`config.mk`:
```
export PLATFORM = sky130hd
export DESIGN_NAME = uart_rx
export DESIGN_NICKNAME = d
export VERILOG_FILES = /design/src/rtl/uart_rx.sv
export SDC_FILE = /design/constraint.sdc
export NUM_CORES = 1
export LEC_CHECK = 0
export BUFFER_PORTS_ARGS = -buffer_cell sky130_fd_sc_hd__clkbuf_2
export CAP_MARGIN = 20
export CORE_MARGIN = 5
export CORE_UTILIZATION = 25
export DETAILED_ROUTE_END_ITERATION = 12
export PLACE_DENSITY = 0.4
export SETUP_SLACK_MARGIN = 0.2
export SKIP_LAST_GASP = 1
export SLEW_MARGIN = 20
export SYNTH_ARGS = -nofsm -noshare
export SYNTH_HDL_FRONTEND = slang
export SYNTH_SLANG_ARGS = --single-unit
```
`constraint.sdc`:
```
create_clock -name clock -period 6.9 [get_ports clock]
set_input_delay 1.035 -clock clock [delete_from_list [all_inputs] [get_ports clock]]
set_output_delay 1.035 -clock clock [all_outputs]
set_load 0.005 [all_outputs]
```
`src/rtl/uart_rx.sv`:
```
// 8N1 UART receiver: synchronised rx line, mid-bit sampling timed from a
// half-bit divider latched at start detection, with framing/overrun reporting.
module uart_rx #(
    parameter int unsigned SYNC_STAGES = 2
) (
    input  logic        clock,
    input  logic        reset,
    input  logic [15:0] clock_div,
    input  logic        rx,
    input  logic        rx_ack,
    output logic [7:0]  rx_data,
    output logic        rx_valid,
    output logic        rx_error,
    output logic        rx_overrun,
    output logic        rx_busy
);

    typedef enum logic [2:0] {
        IDLE,
        START,
        DATA,
        STOP,
        BREAK
    } state_t;

    state_t                 state, state_next;
    logic [SYNC_STAGES-1:0] sync_q;
    logic                   rs;
    logic [15:0]            div_q, div_next, div_sel;
    logic [16:0]            timer, timer_next, bit_reload;
    logic [2:0]             idx, idx_next;
    logic [7:0]             shift, shift_next, data_next;
    logic                   valid_next, error_next, overrun_next;
    logic                   expired;

    // Preset to 1 so the line reads idle straight out of reset.
    always_ff @(posedge clock or negedge reset) begin
        if (!reset) sync_q <= '1;
        else        sync_q <= {sync_q[SYNC_STAGES-2:0], rx};
    end

    assign rs         = sync_q[SYNC_STAGES-1];
    assign div_sel    = (clock_div < 16'd2) ? 16'd2 : clock_div;
    assign bit_reload = {div_q, 1'b0} - 17'd1;
    assign expired    = (timer == '0);
    assign rx_busy    = (state != IDLE);

    always_ff @(posedge clock or negedge reset) begin
        if (!reset) begin
            state      <= IDLE;
            div_q      <= 16'd2;
            timer      <= '0;
            idx        <= '0;
            shift      <= '0;
            rx_data    <= '0;
            rx_valid   <= 1'b0;
            rx_error   <= 1'b0;
            rx_overrun <= 1'b0;
        end else begin
            state      <= state_next;
            div_q      <= div_next;
            timer      <= timer_next;
            idx        <= idx_next;
            shift      <= shift_next;
            rx_data    <= data_next;
            rx_valid   <= valid_next;
            rx_error   <= error_next;
            rx_overrun <= overrun_next;
        end
    end

    always_comb begin
        state_next   = state;
        div_next     = div_q;
        timer_next   = expired ? timer : timer - 17'd1;
        idx_next     = idx;
        shift_next   = shift;
        data_next    = rx_data;
        valid_next   = rx_valid & ~rx_ack;
        error_next   = 1'b0;
        overrun_next = 1'b0;

        case (state)
            IDLE: begin
                if (!rs) begin
                    state_next = START;
                    div_next   = div_sel;
                    timer_next = {1'b0, div_sel} - 17'd1;
                end
            end
            START: begin
                if (expired) begin
                    if (rs) begin
                        state_next = IDLE;
                    end else begin
                        state_next = DATA;
                        idx_next   = '0;
                        timer_next = bit_reload;
                    end
                end
            end
            DATA: begin
                if (expired) begin
                    shift_next[idx] = rs;
                    timer_next      = bit_reload;
                    if (idx == 3'd7) state_next = STOP;
                    else             idx_next   = idx + 3'd1;
                end
            end
            STOP: begin
                if (expired) begin
                    if (rs) begin
                        // A completing byte outranks a simultaneous ack.
                        data_next    = shift;
                        valid_next   = 1'b1;
                        overrun_next = rx_valid & ~rx_ack;
                        state_next   = IDLE;
                    end else begin
                        error_next = 1'b1;
                        state_next = BREAK;
                    end
                end
            end
            BREAK: begin
                if (rs) state_next = IDLE;
            end
            default: state_next = IDLE;
        endcase
    end

endmodule

```
After elaboration in Yosys (flattened, before gate mapping). Cells that the tools add are included.

Register bits: 60. Output and inout bits: 12. Logic and storage cells: 76.

Add/sub/neg operators: 4. Order comparisons: 3. Eq/ne operators: 13. Muxes and demuxes: 33. Bitwise logic cells: 3. Reductions and logical operators: 10.

Operators with widths (count): $mux W17 (5); $pmux W17 S3 (1); $sub A17 B1 Y17 const B (2); $mux W3 (11); $logic_not A17 Y1 (1); $sub A16 B1 Y17 const B (1); $lt A16 B2 Y1 const B (1); $mux W16 (1); $ne A2 B2 Y1 const B (8); $pmux W3 S5 (1); $mux W1 (10); $bwmux W8 (1); $eq A3 B2 Y1 const B (2); $eq A3 B3 Y1 const B (2); $pmux W3 S2 (1); $reduce_and A6 Y1 (1); $reduce_and A5 Y1 (1); $lt A3 B4 Y1 const B (1); $reduce_and A2 Y1 (2); $add A3 B1 Y3 const B (1); $demux W1 S3 (1); $eq A3 B1 Y1 const B (1); $ge A3 B1 Y1 const B (1); $logic_not A3 Y1 (1); 7 further kinds (8).

Depth between registers and ports, before layout. Gate-level depths: netlist (run 1).

Word-level depth: 5. Depth in mapped cells: 12.

Worst setup path after synthesis (run 1). Ideal clock, no wire load.

Kind: input port to flip-flop. From: input port clock_div[7]. To: register timer[12]. Setup time: 0.126 ns. Arrival time: 3.972 ns. Data required time: 6.774 ns. Setup slack: 2.802 ns. Cell stages on the path: 11. Path through: or4_1 > buf_2 > nor4b_4 > nand3_1 > nand2_1 > ha_1 > or4b_2 > clkbuf_1 > nor4_1 > xor2_1 > a221o_1.

Longest elaborated chain between the ends: 5.

Ends and longest elaborated chain: from (decl) (line 8) `input logic [15:0] clock_div,`; $lt A16 B2 Y1 (line 43) `assign div_sel = (clock_div < 16'd2) ? 16'd2 : clock_div;`; $mux W16 (*) (line 43); $sub A16 B1 Y17 (*) (line 88) `timer_next = {1'b0, div_sel} - 17'd1;`; $mux W17 (*) (line 85) `if (!rs) begin`; $pmux W17 S3 (*) (line 83) `case (state)`; named net timer_next[12] (line 30) `logic [16:0] timer, timer_next, bit_reload;`; to (signal assigned) (line 62) `timer <= timer_next;`; to (decl) (line 30).

The timed path passes the listed nets; every way through them passes the cells marked *. A chain may end at the register's enable or synchronous reset.

Worst setup path after layout (run 1). Same ends and word-level chain as after synthesis.

==> results of run 1 <==
## power breakdown
part           internal (µW)  total [µW]  switching [µW]
sequential               392         452            59.8
combinational           63.5         131            67.2
clock                    279         447             168
## cell usage after synthesis, drive strengths merged, types with 5 or more instances
library cell,n
xnor2,9
nor2,26
or3,6
or4,10
nor4,13
o21ai,19
nor3,17
ha,6
a22oi,5
nand2b,5
mux2,18
nand3,9
o221ai,5
a21oi,7
a31oi,5
nor3b,7
xor2,22
inv,10
dfrtp,57
buf,7
nand2,65
clkbuf,12
## cells in the final DEF, fill, tap and decap left out, types with 6 or more instances in the layout
master and count:
xnor2_1 9, nor2_1 25, clkbuf_2 31, dfrtp_1 57
mux2_2 18, or4_1 9, nand3_1 9, o21ai_0 18
nand2_1 65, nor4_1 10, ha_1 6, clkbuf_16 9
inv_1 9, xor2_1 22, a21oi_1 7, nor3_1 17
## path summary, 6_finish.rpt
kind	endpoint	slack, ns	cells after the start
max	timer[12]	2.73	10
min reg2reg	sync_q[1]	0.35	0
min in group asynchronous	div_q[11]	0.87	2
max in group asynchronous	state[2]	5.51	2
max reg2reg	timer[12]	3.81	8
min	sync_q[1]	0.35	0
## flip-flops by register name (all words and copies together) (netlist names), 2 cells and up
register	cells
sync_q	2
shift	8
timer	17
idx	3
state	3
rx_data	8
div_q	16
## cell type report
cell class,count,area share
Inverter,10,0.009465
Clock buffer,10,0.05413
Clock inverter,6,0.01538
Sequential cell,60,0.3558
Timing Repair Buffer,34,0.04200
Multi-Input combinational cell,296,0.4700
Tap cell,180,0.05324
## routing by layer
layer	vias to the layer above	GRT usage	wire, µm
met1	1366	0.1827	4789
met3	8	0.02047	378
li1	1454	-	-
met4	0	0.04034	109
met5	-	0	0
met2	43	0.1729	4189
## logic make-up after synthesis
| logic type | share of synthesized area |
|---|---|
| simple gates | 0.2739 |
| buf+inv | 0.03471 |
| compound gates | 0.1187 |
| mux | 0.05901 |
| flops | 0.4176 |
| xor+xnor | 0.07532 |
| fa+ha+maj | 0.02083 |
## metrics by stage
step,hold slack (ns),area [µm²],cells
after floorplan,0.3452,3605,385
after global placement,0.3469,3936,580
after detailed placement,0.3469,3936,580
after CTS,0.3549,4230,596
after global routing,0.3558,4230,596
final,0.3539,4230,596
## worst max-delay path, cell delays in order
cell	delay (ns)
clkbuf_2	0.11
or4_1	0.69
nor4b_4	0.45
nand3_1	0.15
nand2_1	0.16
ha_1	0.22
or4b_2	0.71
nor4_1	0.36
xor2_1	0.11
a221o_1	0.36
==> results.py, run 1 <==
metrics = {
    "global_routing": {
        "first_global_vias": 2881,
        "grt_use_total": 0.1207,
        "grt_max_degree": 61,
        "globalRoute.totalOverflow": 0,
        "grt_pass1_wl_mm": 15.96,
        "antenna_found_initial": 0,
    },
    "cts": {
        "hold_buffers": 0,
        "clkTransAtPathRegs_ns": 0.05,
        "clock_latency_ns": 0.33,
        "cts_num_sinks": 60,
        "post-cts-setup-buffers": 0,
        "cts_root_buf": "clkbuf_16",
        "cts_resized": 0,
        "cts_tree": "built",
        "htreeDepth": 3,
        "clk_path_buf_depth": 2,
        "cts_buffers": 9,
    },
    "run": {
        "cap_violations": 0,
    },
    "outcome": {
        "outcome": "finished clean",
    },
    "worst_hold_path": {
        "worstHoldStart": "sync_q[0]",
        "hp-class": "register to register",
    },
    "die": {
        "die_x_um": 130.1,
        "dieArea_mm2": 0.01692,
        "initial_core_util": 0.2577,
        "rows": 43,
        "dieHeight_um": 130.1,
        "ios": 32,
        "core_area_mm2": 0.01399,
    },
    "critical_path": {
        "critPathKind": "input pin to register",
        "path_max_fanout": 7,
        "cp-startpoint": "clock_div[7]",
        "start_kind": "input pin",
        "r2r-start": "timer[0]",
        "worst_ep_required_time_ns": 7.11,
        "end_kind": "register",
        "cp.arrival_ns": 4.38,
    },
    "sta": {
        "period_share": 0.6045,
        "rsz0062_at_grt": "no",
        "finalSetupViolCount": 0,
        "slew_headroom": 0.4059,
        "setup_tns_ns": 0,
        "tightest_slew_ns": 0.8858,
        "fin_skew_ns": 0.006810,
        "postLayoutSetupSlackWorst_ns": 2.729,
        "hold_violations": 0,
        "period_minus_slack_ns": 4.171,
        "final_max_slew_viol_count": 0,
        "max_freq_mhz": 239.8,
    },
    "synthesis": {
        "ys_ff_latch": 60,
        "synth_ff_type": "dfrtp_1",
        "synth_area_leader_cell": "dfrtp_1",
        "syn_area_mm2": 0.003605,
        "synth_cell_type_count": 63,
        "ys_async_sr_fraction": 1.000,
        "seq_area_frac_synth": 0.4176,
        "synthTopCellsByArea": "dfrtp_1 40%, nand2_1 6.8%, mux2_2 5.6%",
        "synth.top_cell.area_share": 0.3957,
        "syn_nets": 411,
        "synth_edf_count": 0,
        "synth_area_per_cell_um2": 9.363,
        "yosys_warnings": 0,
        "synthCells": 385,
    },
    "cells_and_area": {
        "diodes": 0,
        "drive_gt1_frac": 0.2091,
        "final_nets": 437,
        "multi_input_area_mm2": 0.001988,
        "utilization": 0.3024,
        "nFillCells": 1472,
        "seq_area_mm2": 0.001505,
        "syn_to_final_growth_pct": 17.36,
    },
    "placement": {
        "io_buffers": 31,
        "place_ws_ns": 2.397,
        "gp_congestion": 0.7927,
        "place_hpwl_mm": 6.769,
    },
    "detailed_routing": {
        "dr.pass1.iters": 4,
        "antenna_left": 0,
        "vias": 2871,
        "viasPerCell": 4.817,
        "wl_per_cell_um": 15.88,
        "post-route-drc-count": 0,
        "drt_wl_total_mm": 9.466,
        "drtIter0Drc": 131,
    },
    "pwr": {
        "peakVddDrop_uv": 95.69,
        "power_uw": 1030,
        "powerDensity_mw_per_mm2": 243.4,
        "p_leak_uw": 0.001791,
    },
}
Power figures use the tool's default switching activity.
==> inputs of run 2 (changes only) <==
Settings changed: PLACE_DENSITY 0.4 to 0.41.
Clock period 6.9 ns to 3.3 ns, I/O delays scaled along.
==> results.py, run 2 (same netlist as run 1, synthesis figures left out) <==
metrics = {
    "critical_path": {
        "critPathKind": "input pin to register",
        "path_max_fanout": 6,
        "start_kind": "input pin",
        "ff2ff_path_depth": 5,
        "r2r_slack_ns": 0.64,
        "slowest_delay_ns": 0.59,
        "crit_cells": 11,
        "slowest_stage": "or4_4",
        "worst_ep_required_time_ns": 3.50,
        "r2r-start": "div_q[3]",
        "cp.arrival_ns": 3.14,
        "critPathBufInv": 1,
        "crit_path_cell_trace": "clkbuf_2 > or4_4 > nor4b_4 > nand3_1 > nand2_1 > ha_2 > or4b_4 > nor3_4 > xor2_1 > a22oi_1 > o21ai_0",
        "r2r-end": "timer[9]",
        "cp_top_family": "simple AND/OR/NAND/NOR gates",
        "end_kind": "register",
    },
    "pwr": {
        "peakVddDrop_uv": 253.2,
        "switching_power_uw": 639.3,
        "seq_power_share": 0.434,
        "power_uw": 2182,
        "p_int_uw": 1543,
        "clkPwrFrac": 0.430,
        "powerDensity_mw_per_mm2": 499.6,
        "p_sw_frac": 0.2930,
        "p_comb_frac": 0.136,
        "p_leak_uw": 0.001865,
    },
    "sta": {
        "rsz0062_at_grt": "no",
        "finalSetupViolCount": 0,
        "fin_skew_ns": 0.009806,
        "slew_headroom": 0.4661,
        "hold_violations": 0,
        "setup_tns_ns": 0,
        "final_max_slew_viol_count": 0,
        "holdWs_ns": 0.2519,
        "period_minus_slack_ns": 2.938,
        "period_share": 0.8904,
        "max_freq_mhz": 340.3,
        "tightest_slew_ns": 0.8009,
    },
    "die": {
        "rows": 43,
        "initial_core_util": 0.2577,
        "core_area_mm2": 0.01399,
        "ios": 32,
        "die_x_um": 130.1,
        "dieArea_mm2": 0.01692,
        "dieHeight_um": 130.1,
    },
    "cells_and_area": {
        "final_nets": 448,
        "drive_gt1_frac": 0.2436,
        "mostFrequentLayoutCell": "nand2_1",
        "diodes": 0,
        "top_register": "timer",
        "final_cell_mix": "65 x nand2_1, 57 x dfrtp_1, 31 x clkbuf_2",
        "finalInstanceArea_mm2": 0.004368,
        "syn_to_final_growth_pct": 21.17,
        "largestRegisters": "timer x17, div_q x16",
        "largest_register_ffs": 17,
    },
    "run": {
        "cap_violations": 0,
    },
    "worst_hold_path": {
        "worstHoldStart": "rx",
        "hp-class": "input pin to register",
        "holdPathEnd": "sync_q[0]",
        "holdPathStages": 1,
    },
    "global_routing": {
        "globalRoute.totalOverflow": 0,
        "antenna_found_initial": 0,
        "grt_use_total": 0.1212,
        "grt_pass1_wl_mm": 16.01,
        "grt_max_degree": 61,
        "first_global_vias": 2961,
    },
    "detailed_routing": {
        "drtIter0Drc": 116,
        "antenna_left": 0,
        "drt_wl_total_mm": 9.699,
        "viasPerCell": 4.904,
        "wl_per_cell_um": 15.98,
        "vias": 2977,
        "dr.pass1.iters": 4,
        "post-route-drc-count": 0,
    },
    "cts": {
        "cts_buffers": 9,
        "clkTransAtPathRegs_ns": 0.06,
        "htreeDepth": 3,
        "cts_tree": "built",
        "clk_path_buf_depth": 2,
        "cts_root_buf": "clkbuf_16",
        "cts_num_sinks": 60,
        "hold_buffers": 0,
        "post-cts-setup-buffers": 0,
        "clock_latency_ns": 0.33,
        "cts_resized": 0,
    },
    "placement": {
        "place_hpwl_mm": 7.061,
        "io_buffers": 31,
        "dpl_cell_area_mm2": 0.004075,
        "gp_congestion": 0.7693,
    },
    "outcome": {
        "outcome": "finished clean",
    },
}
[run 2: final cells by class]
cell class              instances  area [µm²]
multi-input cells             296        2044
clock inverters                 6       63.81
well taps                     180       225.2
repair buffers                 45       260.3
clock buffers                  10       229.0
inverters                      10       40.04
flip-flops and latches         60        1505
fillers                      1488        9620
[run 2: stage by stage]
stage | worst slack (ns) | cells | util
finish | 0.3616 | 607 | 0.3123
global route | 0.2699 | 607 | 0.3123
CTS | 0.3763 | 607 | 0.3123
detailed placement | 0.02471 | 591 | 0.2913
global placement | 0.1061 | 591 | 0.2913
floorplan | 0.1208 | 385 | -
[run 2: power by group through the flow]
stage,clock network (µW),registers (µW),logic (µW)
finish,939,947,296
global route,1010,967,337
CTS,971,946,296
detailed placement,0,956,293
global placement,0,957,289
floorplan,0,926,207
[run 2: routing by layer]
metal / GRT usage / vias to the layer above / routed length (µm)
met4: 0.05012 / 0 / 214
met5: 0 / - / 0
met1: 0.1745 / 1445 / 4973
met2: 0.1786 / 41 / 4280
li1: - / 1475 / -
met3: 0.02169 / 16 / 231
[run 2: worst max-delay path by stage]
stage	from	end	slack, ns
after detailed placement	clock_div[13]	timer[10]	0.02
after global placement	clock_div[13]	timer[8]	0.11
after CTS	clock_div[13]	timer[10]	0.38
final	clock_div[13]	timer[10]	0.36
after global routing	clock_div[13]	timer[10]	0.27
after floorplan	clock_div[7]	timer[12]	0.12
==> inputs of run 3 (changes only) <==
Settings changed: CTS_BUF_LIST set to sky130_fd_sc_hd__clkbuf_2.
Clock period 3.3 ns to 2.7 ns, I/O delays scaled along.
==> results.py, run 3 (same netlist as run 1, synthesis figures left out) <==
metrics = {
    "sta": {
        "period_share": 0.9080,
        "holdWs_ns": 0.1065,
        "rsz0062_at_grt": "no",
        "tightest_slew_ns": 0.7141,
        "hold_violations": 0,
        "period_minus_slack_ns": 2.452,
        "max_freq_mhz": 407.9,
        "slew_headroom": 0.5204,
        "finalSetupViolCount": 0,
        "final_max_slew_viol_count": 0,
        "setup_tns_ns": 0,
        "fin_skew_ns": 0.03314,
    },
    "die": {
        "ios": 32,
        "initial_core_util": 0.2577,
        "die_x_um": 130.1,
        "dieHeight_um": 130.1,
        "core_area_mm2": 0.01399,
        "rows": 43,
        "dieArea_mm2": 0.01692,
    },
    "placement": {
        "gp_congestion": 0.7994,
        "io_buffers": 31,
        "place_hpwl_mm": 7.526,
    },
    "cts": {
        "cts_root_buf": "clkbuf_2",
        "clock_latency_ns": 0.54,
        "clk_path_buf_depth": 2,
        "htreeDepth": 3,
        "cts_buffers": 9,
        "cts_num_sinks": 60,
        "cts_tree": "built",
        "clkTransAtPathRegs_ns": 0.21,
    },
    "worst_hold_path": {
        "hp-class": "input pin to register",
    },
    "global_routing": {
        "grt_pass1_wl_mm": 16.54,
        "use_met3": 0.03316,
        "first_global_vias": 3028,
        "globalRoute.totalOverflow": 0,
        "grtUsageMet1": 0.1860,
        "grt_busiest_layer": "met1",
        "grt_max_degree": 26,
        "antenna_found_initial": 1,
        "grt_use_total": 0.1264,
        "met2_usage": 0.1783,
    },
    "detailed_routing": {
        "drtIter0Drc": 149,
        "wl_per_cell_um": 15.75,
        "post-route-drc-count": 0,
        "antenna_left": 0,
        "dr.pass1.iters": 4,
        "viasPerCell": 4.873,
        "drt_wl_total_mm": 10.02,
        "vias": 3099,
    },
    "run": {
        "cap_violations": 0,
    },
    "cells_and_area": {
        "utilization": 0.3169,
        "nFillCells": 1531,
        "mostFrequentLayoutCell": "nand2_1",
        "syn_to_final_growth_pct": 22.98,
        "largestRegisters": "timer x17, div_q x16",
        "drive_gt1_frac": 0.3033,
        "final_nets": 476,
        "largest_register_ffs": 17,
        "final_cell_mix": "64 x nand2_1, 56 x dfrtp_1, 40 x clkbuf_2, 40 x buf_4, 25 x nor2_1",
        "top_register": "timer",
    },
    "pwr": {
        "clkPwrFrac": 0.247,
        "switching_power_uw": 763.1,
        "powerDensity_mw_per_mm2": 472.9,
        "p_int_uw": 1333,
        "seq_power_share": 0.552,
        "power_uw": 2096,
        "peakVddDrop_uv": 165.2,
        "p_comb_frac": 0.201,
        "p_leak_uw": 0.001929,
        "p_sw_frac": 0.3640,
    },
    "critical_path": {
        "end_kind": "register",
        "worst_ep_required_time_ns": 3.11,
        "start_kind": "register",
        "path_max_fanout": 5,
        "critPathKind": "register to register",
        "cp.arrival_ns": 2.87,
    },
    "outcome": {
        "outcome": "finished clean",
    },
}
==> run 3: per-stage QoR <==
stage,instances,worst slack (ns),area (µm²)
floorplan,385,-0.3892,3682
global placement,613,-0.3178,4240
detailed placement,613,-0.3625,4240
CTS,631,0.1978,4373
global route,636,0.1775,4433
finish,636,0.2484,4433
==> run 3: metal layers <==
metal / wire, µm / share of wire / vias up
met5: 0 / 0 / -
met4: 138 / 0.014 / 0
met3: 308 / 0.031 / 9
met2: 4436 / 0.44 / 50
met1: 5136 / 0.51 / 1514
li1: - / - / 1526
==> run 3: power by group through the flow <==
stage	registers (µW)	clock network [µW]	logic [µW]
after global routing	1170	604	472
after detailed placement	1170	0	376
after CTS	1160	555	386
final	1160	517	422
after global placement	1170	0	374
after floorplan	1130	0	253
==> run 3: repair_timing <==
item,CTS,global route
endpoints found under the setup margin,4,21
hold buffers,2,0
endpoints found under the hold margin,21,0
setup buffers,0,4
resized for setup,3,9
pin swaps,0,3
==> run 3: cell type report <==
cell class                 count  area [µm²]  share of cell area
clock buffer                   9       45.04             0.01016
antenna                        1       2.502           0.0005645
inverter                      10       40.04            0.009032
sequential                    60        1506              0.3398
multi-input combinational    296        2087              0.4708
clock inverter                 7       51.30             0.01157
timing repair buffer          73       475.5              0.1073
tap                          180       225.2             0.05080
==> run 3: worst max-delay path, stage by stage, from the launching register on <==
cell and delay [ns]:
dfrtp_1 0.49, or4_1 0.63, or2_1 0.32, or4_1 0.43, xnor2_1 0.16, a221o_1 0.29
==> run 3: path summary, 6_finish.rpt <==
check | slack [ns] | startpoint | to | cells after the start
worst max-delay path | 0.25 | div_q[6] | timer[12] | 5
worst max register to register | 0.25 | div_q[6] | timer[12] | 5
max in group asynchronous | 1.53 | reset | timer[1] | 3
worst min register to register | 0.37 | sync_q[0] | sync_q[1] | 0
min in group asynchronous | 0.38 | reset | div_q[11] | 2
worst min-delay path | 0.11 | rx_ack | rx_overrun | 3
